--- src/rtl/imem_loader.sv ---
// Instruction-memory loader: packs a big-endian byte stream into 32-bit words
// and writes them to consecutive addresses, holding the CPU until a load completes.
module imem_loader #(
  parameter int ADDR_W = 8
) (
  input  logic              clk,
  input  logic              reset,
  input  logic              start,
  input  logic [ADDR_W:0]   word_count,
  input  logic              abort,
  input  logic [7:0]        rx_data,
  input  logic              rx_valid,
  output logic              rx_ready,
  output logic              im_we,
  output logic [ADDR_W-1:0] im_addr,
  output logic [31:0]       im_wdata,
  output logic              cpu_hold,
  output logic              busy,
  output logic              done
);

  typedef enum logic [1:0] {IDLE, RECV, WRITE, FIN} state_t;

  state_t            state_reg, state_next;
  logic [ADDR_W:0]   remaining_reg, remaining_next;
  logic [ADDR_W-1:0] addr_reg, addr_next;
  logic [1:0]        byte_cnt_reg, byte_cnt_next;
  logic [31:0]       word_reg, word_next;
  logic              hold_reg, hold_next;

  always_ff @(posedge clk or posedge reset) begin
    if (reset) begin
      state_reg     <= IDLE;
      remaining_reg <= '0;
      addr_reg      <= '0;
      byte_cnt_reg  <= '0;
      word_reg      <= '0;
      hold_reg      <= 1'b1;
    end else begin
      state_reg     <= state_next;
      remaining_reg <= remaining_next;
      addr_reg      <= addr_next;
      byte_cnt_reg  <= byte_cnt_next;
      word_reg      <= word_next;
      hold_reg      <= hold_next;
    end
  end

  always_comb begin
    state_next     = state_reg;
    remaining_next = remaining_reg;
    addr_next      = addr_reg;
    byte_cnt_next  = byte_cnt_reg;
    word_next      = word_reg;
    hold_next      = hold_reg;
    case (state_reg)
      IDLE: begin
        if (start && !abort) begin
          remaining_next = word_count;
          addr_next      = '0;
          byte_cnt_next  = '0;
          hold_next      = 1'b1;
          state_next     = (word_count == '0) ? FIN : RECV;
        end
      end
      RECV: begin
        if (abort) begin
          byte_cnt_next = '0;
          state_next    = IDLE;
        end else if (rx_valid) begin
          // First byte of a word lands in the MSB lane.
          case (byte_cnt_reg)
            2'd0:    word_next[31:24] = rx_data;
            2'd1:    word_next[23:16] = rx_data;
            2'd2:    word_next[15:8]  = rx_data;
            default: word_next[7:0]   = rx_data;
          endcase
          byte_cnt_next = byte_cnt_reg + 2'd1;
          if (byte_cnt_reg == 2'd3)
            state_next = WRITE;
        end
      end
      WRITE: begin
        if (abort) begin
          state_next = IDLE;
        end else begin
          addr_next      = addr_reg + 1'b1;
          remaining_next = remaining_reg - 1'b1;
          state_next     = (remaining_reg == 1) ? FIN : RECV;
        end
      end
      default: begin
        hold_next  = 1'b0;
        state_next = IDLE;
      end
    endcase
  end

  assign rx_ready = (state_reg == RECV);
  assign im_we    = (state_reg == WRITE);
  assign busy     = (state_reg == RECV) || (state_reg == WRITE);
  assign done     = (state_reg == FIN);
  assign cpu_hold = hold_reg;
  assign im_addr  = addr_reg;
  assign im_wdata = word_reg;

endmodule

--- config.mk ---
export PLATFORM = sky130hd
export DESIGN_NAME = imem_loader
export DESIGN_NICKNAME = d
export VERILOG_FILES = /design/src/rtl/imem_loader.sv
export SDC_FILE = /design/constraint.sdc
export NUM_CORES = 1
export LEC_CHECK = 0
export ABC_AREA = 1
export BUFFER_PORTS_ARGS = -buffer_cell sky130_fd_sc_hd__buf_2
export CORE_UTILIZATION = 57
export CTS_CLUSTER_DIAMETER = 30
export DETAILED_ROUTE_END_ITERATION = 8
export PLACE_DENSITY = 0.85
export SKIP_CTS_REPAIR_TIMING = 1
export SLEW_MARGIN = 5
export SYNTH_ARGS = -nofsm -noshare
export SYNTH_HDL_FRONTEND = slang
export SYNTH_SLANG_ARGS = --single-unit
--- constraint.sdc ---
create_clock -name clk -period 4.6 [get_ports clk]
set_clock_uncertainty 0.2 [all_clocks]
set_input_delay 0.69 -clock clk [delete_from_list [all_inputs] [get_ports clk]]
set_output_delay 0.69 -clock clk [all_outputs]
set_load 0.01 [all_outputs]
==> results.md <==
* Switching Fraction at 42.3%
* Top-count cell post-synth: nand2_1
* TritonCTS buffer count at 5
* Clock Power Share at 17.6%
* Final std cells w/o fill at 476
* Crit-path max cell delay at 0.70 ns
* Power Internal at 1.10 mW
* Top cells by area, synth: dfrtp_1 (47%), nand2_1 (14%), o21ai_1 (6.8%), ha_1 (5.4%), inv_1 (5.2%)
* Rel. slew slack at 28.0%
* WS Path Type: flop to output port
* Largest register FFs at 32
* CTS tree: built
* N_diodes at 0
* Worst path slowest cell: ha_1
* Vias at 2410
* Combinational power share at 42.9%
* Share of the synthesized area in the top cell type at 47.4%
* Tmin final at 2.69 ns
* Antenna violations before repair at 0
* All-Layer GR Usage at 25.4%
* Row cnt at 25
* Period utilization at 58.4%
* DIE WIDTH at 72.1 um
* Largest area contributor in the netlist: dfrtp_1
* Die area at 0.00519 sq mm
* IO Pins at 67
* Asr flop ratio synth at 100%
* Worst-Margin Slew at 1.08 ns
* Switching Power at 0.807 mW
* Worst hold path type: flop to flop
* Yosys reg bits at 54
* Largest net degree at the start of global routing at 55
* Fill cell total of the finished layout at 392
* Power per cell area at 585 mW/mm^2
* Final HPWL DP at 4370 um
* R2R depth at 8
* Total gr overflow at 0
* Synth Area per Inst at 8.16 sq um
* Placed cell count at 468
* Starting density of the core at 59.2%
* Routed vias/inst at 5.06
* Endpoints failing hold at 0
* Leakage at 1.80 nW
* Antenna Nets Post-Route at 0
* Seq/Total Area, Yosys at 48.3%
* Hold depth at 2
* Startpoint types: flop
* CP Capture Type: output port
* Worst-path maximum fanout at 25
* Port Buffers at 66
* Crit path required time at 3.71 ns
* Routed WL at 5950 um
* Synth cell count leaders: nand2_1 (104), dfrtp_1 (53), inv_1 (39)
* Setup TNS at 0 ns
* EDFF count, synth at 0
* Main flop type after synthesis: dfrtp_1
* DRC Markers at 0
* Synthesis warning total at 0
* Max clock buf depth at 2
* Fmax at 0.372 GHz
* # nets final at 442
* Worst-Skew Late Latency at 0.31 ns
* Final setup viols at 0
* Mapped Cells at 343
* RSZ-0062 raised after global routing: false
* Drt wl/cell at 12.5 um
* Core Region at 0.00472 sq mm
* CTS clk-pin slew, worst paths at 0.10 ns
* Vias in the first global route at 2257
* Max cap viols at 0
* Clk sinks at 54
* Sequential share of power at 39.5%
* Syn Nets at 377
* Netlist cell types at 27
* Outcome: finished, final reports clean
* Drt pass-1 iters at 4
* Mapped cell area at 0.00280 sq mm
* CP Cell Sequence: inv_1 > ha_1 > buf_2
* First DRT Iteration DRCs at 225
* H-tree depth at 2
* Worst Path Arrival at 1.80 ns
* Share of layout cells above drive strength 1 at 22.7%
* First-pass GRT wire length at 10200 um
* Height of the die at 72.1 um
* Max rail drop VDD at 0.298 mV
* Final max-slew violation count at 0
* GP Congestion at 0.870
* Area growth from synthesis to layout at 16.5%
* Clk root buf: clkbuf_8
[per-stage QoR]
step / hold WS (ns) / cell area, sq um / setup slack (ns) / utilization (%) / power (mW)
4_1_cts: 0.299 / 3260 / 1.91 / 69.0 / 1.91
3_3_place_gp: 0.267 / 3140 / 2.22 / 66.5 / 1.54
2_1_floorplan: 0.264 / 2800 / 2.40 / - / 1.34
3_5_place_dp: 0.274 / 3140 / 2.14 / 66.5 / 1.58
6_report: 0.296 / 3260 / 1.91 / 69.0 / 1.91
5_1_grt: 0.322 / 3260 / 1.79 / 69.0 / 2.07
[routing by layer]
layer	global-route usage (%)	routed length (um)
met1	34.3	2740
met4	7.41	82
met3	5.69	277
met2	41.4	2840
met5	0	0
[power groups by stage]
stage | clock (mW) | sequential [mW] | combinational (mW)
floorplan | 0 | 0.789 | 0.553
global placement | 0 | 0.753 | 0.792
detailed placement | 0 | 0.757 | 0.821
CTS | 0.337 | 0.751 | 0.825
global route | 0.358 | 0.773 | 0.940
finish | 0.335 | 0.754 | 0.818
[area by class of cell]
| cell class | instances | area [sq um] | area share (%) |
|---|---|---|---|
| timing repair buffer | 66 | 330 | 10.1 |
| inverter | 44 | 165 | 5.07 |
| multi-input combinational | 237 | 1210 | 37.2 |
| clock inverter | 3 | 47.5 | 1.46 |
| clock buffer | 5 | 68.8 | 2.11 |
| tap | 67 | 83.8 | 2.57 |
| sequential | 54 | 1350 | 41.5 |
[critical path, delay by kind of cell, from the launching register on]
family	cells	cell delay [ns]
DFF	1	0.42
adders and majority gates	1	0.70
buffers and inverters	2	0.35
[cell families after synthesis]
group / Yosys count / synth area share [%]
xor+xnor: 1 / 0.313
compound gates: 60 / 11.2
flops: 54 / 48.3
simple gates: 164 / 26.4
buf+inv: 52 / 8.36
fa+ha+maj: 12 / 5.37
[final timing paths]
check / start / to / slack, ns
worst max-delay path: state_reg[0] / im_we / 1.91
worst min-delay path: im_wdata[13] / im_wdata[13] / 0.30
worst max register to register: state_reg[0] / remaining_reg[3] / 2.10
min in group asynchronous: reset / im_wdata[26] / 0.44
max in group asynchronous: reset / state_reg[0] / 3.11
worst min register to register: im_wdata[13] / im_wdata[13] / 0.30
[placed cells by master (no fill, tap or decap), types with 2 or more instances in the layout]
| master | n |
|---|---|
| buf_2 | 66 |
| nand4_1 | 5 |
| inv_6 | 2 |
| nand3_4 | 4 |
| dfrtp_1 | 53 |
| o21ai_0 | 16 |
| or2_2 | 4 |
| o21ai_1 | 38 |
| inv_2 | 6 |
| ha_1 | 12 |
| o211ai_1 | 2 |
| inv_1 | 38 |
| nor2_1 | 26 |
| nand3_1 | 16 |
| nand2_1 | 104 |
| clkbuf_8 | 5 |
Note: power is estimated with default switching activity, not from simulation.
